**config.mk**
```make
export PLATFORM = sky130hd
export DESIGN_NAME = seg7_scan_capture
export DESIGN_NICKNAME = d
export VERILOG_FILES = /design/src/rtl/seg7_scan_capture.sv
export SDC_FILE = /design/constraint.sdc
export NUM_CORES = 1
export LEC_CHECK = 0
export ABC_AREA = 0
export CAP_MARGIN = 20
export CORE_UTILIZATION = 30
export DETAILED_ROUTE_END_ITERATION = 8
export PLACE_DENSITY = 0.45
export RECOVER_POWER = 100
export SYNTH_ARGS = -nofsm -noshare
export SYNTH_HDL_FRONTEND = slang
export SYNTH_SLANG_ARGS = --single-unit
```
**constraint.sdc**
```tcl
create_clock -name clk_in -period 2.3 [get_ports clk_in]
set_input_delay 0.23 -clock clk_in [delete_from_list [all_inputs] [get_ports clk_in]]
set_output_delay 0.23 -clock clk_in [all_outputs]
set_load 0.05 [all_outputs]
```
**src/rtl/seg7_scan_capture.sv**
```systemverilog
// seg7_scan_capture: rebuilds BCD digits from a scanned, active-low 7-segment bus.
// Define SEG7_HEX_DECODE_EN to also accept the hex letter patterns A-F.
module seg7_scan_capture #(
  parameter int NUM_DIGITS    = 4,
  parameter int STABLE_CYCLES = 16
) (
  input  logic                    clk_in,
  input  logic                    reset,
  input  logic                    enable,
  input  logic [7:0]              an,
  input  logic [6:0]              seg,
  output logic [4*NUM_DIGITS-1:0] digits,
  output logic [NUM_DIGITS-1:0]   digit_valid,
  output logic                    frame_done,
  output logic                    err_pattern,
  output logic                    err_anode
);

  localparam int                    CW       = $clog2(STABLE_CYCLES + 1);
  localparam logic [CW-1:0]         CNT_MAX  = CW'(STABLE_CYCLES);
  localparam logic [7:0]            ALLOWED  = 8'((1 << NUM_DIGITS) - 1);
  localparam logic [NUM_DIGITS-1:0] ALL_SEEN = '1;

  typedef enum logic [1:0] {IDLE, SETTLE, HOLD} state_t;

  state_t                  state_q, state_d;
  logic [7:0]              an_q, lat_an_q, lat_an_d;
  logic [6:0]              seg_q, lat_seg_q, lat_seg_d;
  logic [CW-1:0]           count_q, count_d;
  logic [4*NUM_DIGITS-1:0] digits_q, digits_d;
  logic [NUM_DIGITS-1:0]   valid_q, valid_d;
  logic [NUM_DIGITS-1:0]   seen_q, seen_d;
  logic                    frame_done_q, frame_done_d;
  logic                    err_pattern_q, err_pattern_d;
  logic                    err_anode_q, err_anode_d;
  logic                    bad_prev_q, bad_prev_d;

  logic [7:0] an_low;
  logic       any_low, one_low, bus_bad, bus_same, accept;
  logic       dec_ok;
  logic [3:0] dec_val;

  // A valid select is exactly one low anode inside the configured digit range.
  always_comb begin
    an_low   = ~an_q;
    any_low  = |an_low;
    one_low  = any_low && ((an_low & (an_low - 8'd1)) == 8'd0);
    bus_bad  = any_low && !(one_low && ((an_low & ~ALLOWED) == 8'd0));
    bus_same = (an_q == lat_an_q) && (seg_q == lat_seg_q);
  end

  always_comb begin
    dec_ok  = 1'b1;
    dec_val = 4'h0;
    case (lat_seg_q)
      7'b0000001: dec_val = 4'h0;
      7'b1001111: dec_val = 4'h1;
      7'b0010010: dec_val = 4'h2;
      7'b0000110: dec_val = 4'h3;
      7'b1001100: dec_val = 4'h4;
      7'b0100100: dec_val = 4'h5;
      7'b0100000: dec_val = 4'h6;
      7'b0001111: dec_val = 4'h7;
      7'b0000000: dec_val = 4'h8;
      7'b0000100: dec_val = 4'h9;
`ifdef SEG7_HEX_DECODE_EN
      7'b0001000: dec_val = 4'hA;
      7'b1100000: dec_val = 4'hB;
      7'b0110001: dec_val = 4'hC;
      7'b1000010: dec_val = 4'hD;
      7'b0110000: dec_val = 4'hE;
      7'b0111000: dec_val = 4'hF;
`endif
      default:    dec_ok  = 1'b0;
    endcase
  end

  always_comb begin
    state_d       = state_q;
    count_d       = count_q;
    lat_an_d      = lat_an_q;
    lat_seg_d     = lat_seg_q;
    digits_d      = digits_q;
    valid_d       = valid_q;
    seen_d        = seen_q;
    frame_done_d  = 1'b0;
    err_pattern_d = 1'b0;
    err_anode_d   = 1'b0;
    bad_prev_d    = bus_bad;
    accept        = 1'b0;

    if (!enable) begin
      state_d = IDLE;
      count_d = '0;
    end else begin
      if (seen_q == ALL_SEEN) begin
        frame_done_d = 1'b1;
        seen_d       = '0;
      end
      if (bus_bad) begin
        err_anode_d = !bad_prev_q;
        state_d     = IDLE;
        count_d     = '0;
      end else begin
        case (state_q)
          IDLE: begin
            if (any_low) begin
              state_d   = SETTLE;
              count_d   = CW'(1);
              lat_an_d  = an_q;
              lat_seg_d = seg_q;
            end
          end
          SETTLE: begin
            if (!any_low) begin
              state_d = IDLE;
              count_d = '0;
            end else if (bus_same) begin
              if (count_q >= CNT_MAX - CW'(1)) begin
                accept  = 1'b1;
                state_d = HOLD;
                count_d = CNT_MAX;
              end else begin
                count_d = count_q + CW'(1);
              end
            end else begin
              count_d   = CW'(1);
              lat_an_d  = an_q;
              lat_seg_d = seg_q;
            end
          end
          HOLD: begin
            if (!any_low) begin
              state_d = IDLE;
              count_d = '0;
            end else if (!bus_same) begin
              state_d   = SETTLE;
              count_d   = CW'(1);
              lat_an_d  = an_q;
              lat_seg_d = seg_q;
            end
          end
          default: begin
            state_d = IDLE;
            count_d = '0;
          end
        endcase
      end

      // The seen bit of a digit accepted on the frame edge survives the clear.
      if (accept) begin
        if (dec_ok) begin
          for (int k = 0; k < NUM_DIGITS; k++) begin
            if (!lat_an_q[k]) begin
              digits_d[4*k +: 4] = dec_val;
              valid_d[k]         = 1'b1;
              seen_d[k]          = 1'b1;
            end
          end
        end else begin
          err_pattern_d = 1'b1;
        end
      end
    end
  end

  always_ff @(posedge clk_in) begin
    if (reset) begin
      an_q          <= '1;
      seg_q         <= '1;
      state_q       <= IDLE;
      count_q       <= '0;
      lat_an_q      <= '1;
      lat_seg_q     <= '1;
      digits_q      <= '0;
      valid_q       <= '0;
      seen_q        <= '0;
      frame_done_q  <= 1'b0;
      err_pattern_q <= 1'b0;
      err_anode_q   <= 1'b0;
      bad_prev_q    <= 1'b0;
    end else begin
      an_q          <= an;
      seg_q         <= seg;
      state_q       <= state_d;
      count_q       <= count_d;
      lat_an_q      <= lat_an_d;
      lat_seg_q     <= lat_seg_d;
      digits_q      <= digits_d;
      valid_q       <= valid_d;
      seen_q        <= seen_d;
      frame_done_q  <= frame_done_d;
      err_pattern_q <= err_pattern_d;
      err_anode_q   <= err_anode_d;
      bad_prev_q    <= bad_prev_d;
    end
  end

  assign digits      = digits_q;
  assign digit_valid = valid_q;
  assign frame_done  = frame_done_q;
  assign err_pattern = err_pattern_q;
  assign err_anode   = err_anode_q;

endmodule

```
==> results of run 1 <==
## synth_stat cells (all sizes together), types with 2 or more instances
master,count
o21ai,3
nor4b,3
a31oi,2
nand3,3
or2,16
nand4,8
a21o,3
xnor2,14
ha,6
xor2,3
nand2,13
nand2b,17
a221o,2
a31o,2
nor4,2
a21oi,18
or3,10
dfxtp,65
nor3,3
and3,7
buf,12
clkbuf,10
inv,8
mux2i,28
a2111oi,2
nor2,36
and4,2
## sequential cells by signal, summed over array words and instances, names as in the netlist
signal and flops:
lat_seg_q 7, frame_done 1, lat_an_q 8, digits 16, an_q 8, seen_q 4, seg_q 7, bad_prev_q 1
err_pattern 1, digit_valid 4, err_anode 1, state_q 2, count_q 5
## timing repair
item	4_1_cts	5_1_grt
pin swaps	0	4
buffers inserted	0	2
setup endpoints to repair	1	20
gates resized for setup	1	5
## through the flow
step	hold WS (ns)	power, mW	instance area, um2
floorplan	0.334	1.31	2970
finish	0.395	2.28	3750
detailed placement	0.386	1.38	3540
global placement	0.382	1.38	3540
global route	0.421	2.40	3750
CTS	0.303	2.32	3730
## layer usage
metal	share of wire, %	routed length [um]	GRT usage (%)
met5	0	0	0
met4	1.4	88	7.13
met3	3.4	219	3.52
met2	44	2840	21.5
met1	51	3230	18.2
## cells by family (layout without fill, tap and decap cells)
family / after synthesis / count (layout) / synth area share, %
xor gates and xnor gates: 17 / 17 / 5.01
DFF: 65 / 65 / 43.8
muxes: 28 / 28 / 9.43
and+or+nand+nor: 127 / 127 / 23.7
AOI/OAI and AO/OA: 40 / 40 / 9.77
adders and majority gates: 7 / 7 / 2.86
buffers and inverters: 30 / 80 / 5.39
## how the worst min path moves through the flow
stage	start	end	slack, ns	cells after the start
floorplan	an[0]	an_q[0]$_SDFF_PP1_	0.33	1
global placement	bad_prev_q$_SDFF_PP0_	err_anode$_SDFF_PP0_	0.38	1
detailed placement	bad_prev_q$_SDFF_PP0_	err_anode$_SDFF_PP0_	0.39	1
CTS	reset	count_q[4]$_SDFFE_PP0P_	0.30	3
global route	reset	seen_q[0]$_SDFFE_PP0P_	0.42	3
finish	reset	bad_prev_q$_SDFF_PP0_	0.40	3
## layout make-up
class                      count  share of cell area [%]
clock inverter                 3                    1.13
tap                          129                    4.30
clock buffer                  11                    3.77
inverter                       8                   0.800
timing repair buffer          58                    14.5
sequential                    65                    34.7
multi-input combinational    219                    40.7
## critical path: cells and delay by family, from the launching register on
family	cells	cell delay (ns)
and+or+nand+nor	5	1.02
AOI/OAI and AO/OA	1	0.17
DFF	1	0.34
adders and majority gates	2	0.38
muxes	1	0.22
## power by group through the flow
stage | sequential [mW] | combinational, mW | clock [mW]
final | 1.17 | 0.187 | 0.927
after CTS | 1.17 | 0.191 | 0.964
after global placement | 1.19 | 0.190 | 0
after floorplan | 1.19 | 0.120 | 0
after global routing | 1.17 | 0.207 | 1.02
after detailed placement | 1.19 | 0.191 | 0
==> flow_summary_export.csv, run 1 <==
group,metric,value,unit
outcome,status,"completed",
critical_path,worst_setup_path_end_kind,"flop",
sta,worst_slew_pin_slew,0.516,ns
grt,grt_pass1_wl,10.9,mm
cells_and_area,final_common_cell,"dfxtp_1",
critical_path,crit_required,2.57,ns
sta,maxSlewViolCount,0,
power,p_comb_share,8.2,%
sta,final.setup.tns,0,ns
cells_and_area,drive_gt1_share,15.7,%
flow_run,max-cap-violations,0,
sta,rsz0062_at_grt,"yes",
power,ir_drop,0.194,mV
cells_and_area,n_fill_cell,964,
power,p_switching,521,uW
synthesis,syn_area_per_cell,9.46,um2
synthesis,syn-cell-area,2970,um2
die,die_width,102,um
synthesis,yosysTopAreaCellShare,43.8,%
synthesis,seq_area_frac_synth,43.8,%
power,power_density,608,nW/um2
sta,slew-limit-headroom,65.5,%
synthesis,synth.distinct_cells,48,
critical_path,critPathArrivalTime,2.45,ns
synthesis,synth_edf_count,0,
power,sequentialPowerShare,51.2,%
cells_and_area,final_cell_mix,"dfxtp_1 (63), nor2_1 (35), mux2i_1 (28)",
detailed_routing,routed_wl,6.38,mm
power,p_sw_share,22.9,%
critical_path,r2r-end,"digits[8]$_SDFFE_PP0P_",
sta,finalClockSkew,0.00742,ns
critical_path,crit_end,"digits[8]$_SDFFE_PP0P_",
power,clkPwrFrac,40.6,%
critical_path,cpPeakStageDelay,0.34,ns
placement,preCtsSetupSlack,0.0115,ns
critical_path,slowest_stage,"dfxtp_2",
die,start_util,31.6,%
clock_tree,cts_root_buffer,"clkbuf_8",
grt,grtUsageTotal,14.0,%
clock_tree,hold_buffers,0,
detailed_routing,wire_per_inst,12.9,um
synthesis,synth_fp_nets,338,
clock_tree,cts_max_path_buffers,2,
die,rows,35,
critical_path,critPathKind,"reg2reg",
detailed_routing,firstDrtPassIters,5,
synthesis,syn_inst,314,
power,p_leak,1.50,nW
synthesis,synthTopCellsByArea,"dfxtp_1 (44%), mux2i_1 (9.4%), nor2_1 (4.5%)",
die,die-area,10300,um2
placement,port_buffers,40,
placement,dp.cells,477,
synthesis,async_reset_ff_share,0,%
critical_path,crit_chain,"ha_1 > and3_1 > ha_1 > or2_2 > a21oi_2 > nor2_2 > nand4_1 > or3_1 > mux2i_1",
critical_path,r2r-start,"count_q[0]$_SDFFE_PP0P_",
clock_tree,htree_num_levels,3,
critical_path,critPathLaunch,"count_q[0]$_SDFFE_PP0P_",
detailed_routing,drt-initial-drc-count,94,
grt,grt-ovfl-total,0,
cells_and_area,diodes,0,
sta,fmax,0.458,GHz
clock_tree,cts_tree,"done",
clock_tree,clkTransAtPathRegs,0.07,ns
grt,grt_pass1_vias,2270,
synthesis,synth_seq_cells,65,
cells_and_area,seqCellArea,1300,um2
min_path,min_path_type,"in2reg",
cells_and_area,nNetsFinal,385,
cells_and_area,instances_no_fill,493,
clock_tree,cts_sinks,65,
grt,grt_max_degree,71,
critical_path,reg2reg_depth,9,
clock_tree,cts_inserted_buffers,9,
critical_path,r2r_slack,0.12,ns
sta,min_period_over_period,95.0,%
cells_and_area,multiInputGateArea,1530,um2
detailed_routing,detail-route-antenna-nets,0,
synthesis,post-synth-top-area-cell,"dfxtp_1",
synthesis,synthFlopType,"dfxtp_1",
die,num_io_pins,41,
critical_path,path_common_cell,"ha_1",
placement,hpwl,4.60,mm
die,chipHeight,102,um
placement,routabilityCongestion,0.791,
sta,fin_crit,2.18,ns
cells_and_area,utilization,39.9,%
detailed_routing,drc_errors,0,
detailed_routing,via_count,2257,
cells_and_area,area_growth,26.3,%
sta,setup_viol,0,
sta,setup_ws,0.116,ns
critical_path,cp-start-kind,"flop",
detailed_routing,via_per_inst,4.58,
die,core-area,9420,um2
sta,timing.final.hold_violations,0,
grt,antenna_found_initial,0,
power,p_int,1.76,mW
clock_tree,clkLatencyLatePin,0.34,ns
synthesis,synth_warnings,0,
critical_path,critical_path.max_fanout,6,
No activity file was read; power rests on OpenSTA's default activity.
==> run 2, diff against run 1 <==
==> constraint.sdc (replaced) <==
create_clock -name clk_in -period 2.1 [get_ports clk_in]
set_input_delay 0.21 -clock clk_in [delete_from_list [all_inputs] [get_ports clk_in]]
set_output_delay 0.21 -clock clk_in [all_outputs]
set_load 0.05 [all_outputs]
==> flow_summary_export.csv, run 2 (same netlist as run 1, synthesis figures left out) <==
group,metric,value,unit
sta,slew-limit-headroom,16.1,%
sta,timing.final.hold_violations,0,
flow_run,max-cap-violations,0,
power,p_comb_share,8.0,%
power,p_leak,1.58,nW
critical_path,critical_path.max_fanout,6,
clock_tree,cts_root_buffer,"clkbuf_8",
detailed_routing,via_count,2290,
clock_tree,cts_inserted_buffers,9,
critical_path,critPathKind,"reg2reg",
outcome,status,"completed",
sta,fin_crit,2.01,ns
min_path,min_path_type,"reg2reg",
cells_and_area,drive_gt1_share,22.3,%
detailed_routing,detail-route-antenna-nets,0,
cells_and_area,final_common_cell,"dfxtp_1",
critical_path,worst_setup_path_end_kind,"flop",
cells_and_area,largest_reg_flops,16,
placement,dp.cells,490,
power,p_sw_share,23.5,%
clock_tree,clkLatencyLatePin,0.34,ns
sta,finalClockSkew,0.00847,ns
cells_and_area,final_cell_mix,"dfxtp_1 (59), nor2_1 (34), mux2i_1 (28)",
grt,antenna_found_initial,0,
die,die_width,102,um
placement,hpwl,4.61,mm
sta,worst_slew_pin_slew,1.26,ns
power,sequentialPowerShare,48.1,%
critical_path,r2r-end,"digits[0]$_SDFFE_PP0P_",
placement,routabilityCongestion,0.765,
grt,grtUsageTotal,13.6,%
grt,grt-ovfl-total,0,
power,p_switching,625,uW
sta,fmax,0.498,GHz
detailed_routing,wire_per_inst,12.6,um
sta,holdWs,0.404,ns
die,chipHeight,102,um
die,rows,35,
min_path,min_path_cells,1,
cells_and_area,diodes,0,
critical_path,critPathArrivalTime,2.23,ns
clock_tree,cts_sinks,65,
detailed_routing,via_per_inst,4.53,
clock_tree,cts_tree,"done",
grt,grt_pass1_vias,2188,
grt,grt_pass1_wl,10.6,mm
placement,placed_cell_area,3640,um2
die,core-area,9420,um2
die,die-area,10300,um2
critical_path,reg2reg_depth,9,
clock_tree,hold_buffers,0,
sta,min_period_over_period,95.7,%
sta,setup_viol,0,
die,num_io_pins,41,
cells_and_area,fin_area,3940,um2
clock_tree,cts_setup_buffers,0,
grt,grt_max_degree,43,
sta,maxSlewViolCount,0,
detailed_routing,firstDrtPassIters,4,
power,p_int,2.04,mW
power,power_density,676,nW/um2
power,ir_drop,0.303,mV
clock_tree,htree_num_levels,3,
critical_path,cp-start-kind,"flop",
cells_and_area,area_growth,32.5,%
critical_path,r2r-start,"count_q[1]$_SDFFE_PP0P_",
clock_tree,cts_max_path_buffers,2,
min_path,worstHoldStart,"bad_prev_q$_SDFF_PP0_",
detailed_routing,drt-initial-drc-count,86,
placement,port_buffers,40,
die,start_util,31.6,%
cells_and_area,instances_no_fill,506,
detailed_routing,routed_wl,6.38,mm
cells_and_area,nNetsFinal,396,
min_path,min_to,"err_anode$_SDFF_PP0_",
critical_path,crit_required,2.33,ns
critical_path,r2r_slack,0.09,ns
detailed_routing,drc_errors,0,
clock_tree,clkTransAtPathRegs,0.07,ns
power,clkPwrFrac,43.9,%
-- run 2: cell count changes in the layout (fill, tap and decap cells not counted), sizes merged --
cell / delta
clkbuf: -2
clkdlybuf4s50: +1
buf: +11
clkinv: +3
bufinv: +1
dlygate4sd3: -1
-- run 2: metrics by stage --
step	TNS, ns	power (mW)	setup slack [ns]	utilization, %
finish	0	2.66	0.0910	41.8
floorplan	0	1.43	0.142	-
global route	-0.0171	2.79	-0.0171	41.8
detailed placement	-0.375	1.52	-0.0394	38.7
CTS	-0.577	2.70	-0.0555	41.0
global placement	-0.0700	1.52	-0.0142	38.7
-- run 2: area by class of cell --
cell class              instances  area [um2]
clock buffers                   9         124
clock inverters                 7        95.1
fillers                       940        5480
inverters                       8        30.0
multi-input cells             219        1590
flip-flops and latches         65        1310
well taps                     129         161
repair buffers                 69         631
-- run 2: worst max path at each step --
stage / start / endpoint / cells after the start
after floorplan: lat_seg_q[5]$_SDFFE_PP1P_ / digits[0]$_SDFFE_PP0P_ / 8
after global placement: count_q[0]$_SDFFE_PP0P_ / digits[9]$_SDFFE_PP0P_ / 9
after detailed placement: count_q[0]$_SDFFE_PP0P_ / digits[4]$_SDFFE_PP0P_ / 9
after CTS: count_q[0]$_SDFFE_PP0P_ / digits[4]$_SDFFE_PP0P_ / 9
after global routing: count_q[1]$_SDFFE_PP0P_ / digits[0]$_SDFFE_PP0P_ / 9
final: count_q[1]$_SDFFE_PP0P_ / digits[0]$_SDFFE_PP0P_ / 9
-- run 2: what timing repair did --
item / 4_1_cts / 5_1_grt
gates resized for setup: 0 / 22
endpoints found under the setup margin: 15 / 27
pin swaps: 0 / 6
-- run 2: power by group through the flow --
stage | Clock [mW] | Sequential, mW | Combinational, mW
6_report | 1.17 | 1.28 | 0.212
5_1_grt | 1.27 | 1.28 | 0.233
3_5_place_dp | 0 | 1.31 | 0.213
4_1_cts | 1.21 | 1.28 | 0.214
3_3_place_gp | 0 | 1.31 | 0.213
2_1_floorplan | 0 | 1.30 | 0.131
-- run 2: per-layer routing --
layer | global-route usage, % | routed length [um] | vias up
met3 | 3.17 | 185 | 10
met1 | 18.3 | 3260 | 1045
met2 | 20.1 | 2820 | 38
li1 | - | - | 1197
met4 | 7.02 | 108 | 0
met5 | 0 | 0 | -
-- run 2: critical path, stage by stage (launching register included) --
cell     delay, ns
dfxtp_2       0.36
ha_4          0.14
and3_4        0.20
ha_4          0.12
or2_4         0.12
a21oi_4       0.03
nor2_2        0.10
nand4_1       0.19
or3_4         0.49
mux2i_1       0.13
==> run 3, diff against run 2 <==
--- a/config.mk
+++ b/config.mk
@@ -10,7 +10,6 @@
 export CORE_UTILIZATION = 30
 export DETAILED_ROUTE_END_ITERATION = 8
 export PLACE_DENSITY = 0.45
-export RECOVER_POWER = 100
 export SYNTH_ARGS = -nofsm -noshare
 export SYNTH_HDL_FRONTEND = slang
 export SYNTH_SLANG_ARGS = --single-unit
==> flow_summary_export.csv, run 3 (same netlist as run 1, synthesis figures left out) <==
group,metric,value,unit
detailed_routing,firstDrtPassIters,4,
clock_tree,cts_setup_buffers,0,
placement,routabilityCongestion,0.765,
clock_tree,clkLatencyLatePin,0.34,ns
critical_path,cp-start-kind,"flop",
clock_tree,cts_tree,"done",
power,p_switching,625,uW
critical_path,path_buf_inv,0,
clock_tree,clkTransAtPathRegs,0.07,ns
min_path,min_path_type,"in2reg",
die,die-area,10300,um2
sta,finalClockSkew,0.00846,ns
sta,setup_viol,0,
power,ir_drop,0.303,mV
sta,min_period_over_period,95.7,%
cells_and_area,n_fill_cell,938,
clock_tree,hold_buffers,0,
placement,port_buffers,40,
power,p_sw_share,23.5,%
power,p_int,2.04,mW
detailed_routing,via_count,2289,
clock_tree,cts_inserted_buffers,9,
grt,grt_max_degree,43,
sta,fmax,0.498,GHz
power,clkPwrFrac,43.9,%
clock_tree,cts_max_path_buffers,2,
grt,antenna_found_initial,0,
cells_and_area,diodes,0,
cells_and_area,drive_gt1_share,22.8,%
clock_tree,cts_root_buffer,"clkbuf_8",
detailed_routing,drt-initial-drc-count,87,
cells_and_area,fin_area,3950,um2
critical_path,path_common_cell,"ha_4",
detailed_routing,drc_errors,0,
die,die_width,102,um
die,core-area,9420,um2
sta,timing.final.hold_violations,0,
outcome,status,"completed",
critical_path,critPathKind,"reg2reg",
critical_path,crit_required,2.33,ns
detailed_routing,wire_per_inst,12.6,um
sta,fin_crit,2.01,ns
cells_and_area,largest_reg_flops,16,
critical_path,critical-path-top-delay-family,"simple AND/OR/NAND/NOR gates",
sta,maxSlewViolCount,0,
cells_and_area,area_growth,32.8,%
power,power_density,675,nW/um2
cells_and_area,nNetsFinal,396,
die,chipHeight,102,um
grt,grtUsageTotal,13.6,%
critical_path,critPathArrivalTime,2.24,ns
grt,grt_pass1_vias,2188,
power,p_leak,1.51,nW
detailed_routing,via_per_inst,4.52,
detailed_routing,detail-route-antenna-nets,0,
sta,worst_slew_pin_slew,0.529,ns
flow_run,max-cap-violations,0,
cells_and_area,utilization,41.9,%
power,p_comb_share,8.0,%
critical_path,critical_path.max_fanout,6,
cells_and_area,final_common_cell,"dfxtp_1",
clock_tree,htree_num_levels,3,
critical_path,cpPeakStageDelay,0.49,ns
critical_path,worst_setup_path_end_kind,"flop",
placement,hpwl,4.61,mm
sta,slew-limit-headroom,64.7,%
sta,setup_ws,0.0907,ns
power,sequentialPowerShare,48.1,%
grt,grt_pass1_wl,10.6,mm
clock_tree,cts_sinks,65,
critical_path,slowest_stage,"or3_4",
cells_and_area,final_cell_mix,"dfxtp_1 (59), clkdlybuf4s50_1 (39), nor2_1 (34)",
placement,preCtsSetupSlack,-0.0394,ns
die,start_util,31.6,%
grt,grt-ovfl-total,0,
die,num_io_pins,41,
detailed_routing,routed_wl,6.39,mm
die,rows,35,
placement,placed_cell_area,3640,um2
critical_path,crit_chain,"ha_4 > and3_4 > ha_4 > or2_4 > a21oi_4 > nor2_2 > nand4_1 > or3_4 > mux2i_1",
[run 3: cell types whose count changed in the layout (fill, tap and decap cells not counted), sizes merged]
cell / delta
clkdlybuf4s50: +23
buf: +4
dlygate4sd3: -23
clkbuf: -4
[run 3: tightest hold or removal path: cells and delay by family]
| family | cells | cell delay (ns) |
|---|---|---|
| mux | 1 | 0.06 |
| simple gates | 1 | 0.15 |
| buf+inv | 1 | 0.26 |
[run 3: layer usage]
layer	part of all wire (%)	routed length, um	global-route usage [%]	vias to the layer above
met5	0	0	0	-
met4	1.7	107	7.02	0
met3	3.2	203	3.17	10
met2	44	2820	20.1	38
met1	51	3260	18.3	1047
li1	-	-	-	1194
[run 3: final timing paths]
| kind | start | end | slack [ns] | depth (start not counted) |
|---|---|---|---|---|
| worst max-delay path | count_q[1]$_SDFFE_PP0P_ | digits[0]$_SDFFE_PP0P_ | 0.09 | 9 |
| worst min-delay path | reset | lat_an_q[1]$_SDFFE_PP1P_ | 0.40 | 3 |
| worst max register to register | count_q[1]$_SDFFE_PP0P_ | digits[0]$_SDFFE_PP0P_ | 0.09 | 9 |
| worst min register to register | bad_prev_q$_SDFF_PP0_ | err_anode$_SDFF_PP0_ | 0.40 | 1 |
[run 3: cell type report]
| class | instances | area, um2 | share of cell area [%] |
|---|---|---|---|
| clock inverter | 7 | 95.1 | 2.41 |
| timing repair buffer | 69 | 638 | 16.2 |
| tap | 129 | 161 | 4.09 |
| multi-input combinational | 219 | 1590 | 40.3 |
| clock buffer | 9 | 124 | 3.14 |
| inverter | 8 | 30.0 | 0.761 |
| sequential | 65 | 1310 | 33.2 |
[run 3: power by group through the flow]
| stage | Sequential (mW) | Combinational, mW | Clock (mW) |
|---|---|---|---|
| final | 1.28 | 0.213 | 1.17 |
| after global routing | 1.28 | 0.234 | 1.27 |
| after CTS | 1.28 | 0.214 | 1.21 |
| after detailed placement | 1.31 | 0.213 | 0 |
| after global placement | 1.31 | 0.213 | 0 |
| after floorplan | 1.30 | 0.131 | 0 |
[run 3: repair_timing]
| action | 4_1_cts | 5_1_grt |
|---|---|---|
| pin swaps | 0 | 6 |
| resized for setup | 0 | 22 |
| setup endpoints to repair | 15 | 27 |
[run 3: through the flow]
step,hold slack (ns),total power [mW],TNS (ns),instances
2_1_floorplan,0.314,1.43,0,314
3_3_place_gp,0.385,1.52,-0.0700,490
3_5_place_dp,0.398,1.52,-0.375,490
4_1_cts,0.402,2.70,-0.577,506
5_1_grt,0.417,2.79,-0.0170,506
6_report,0.403,2.66,0,506
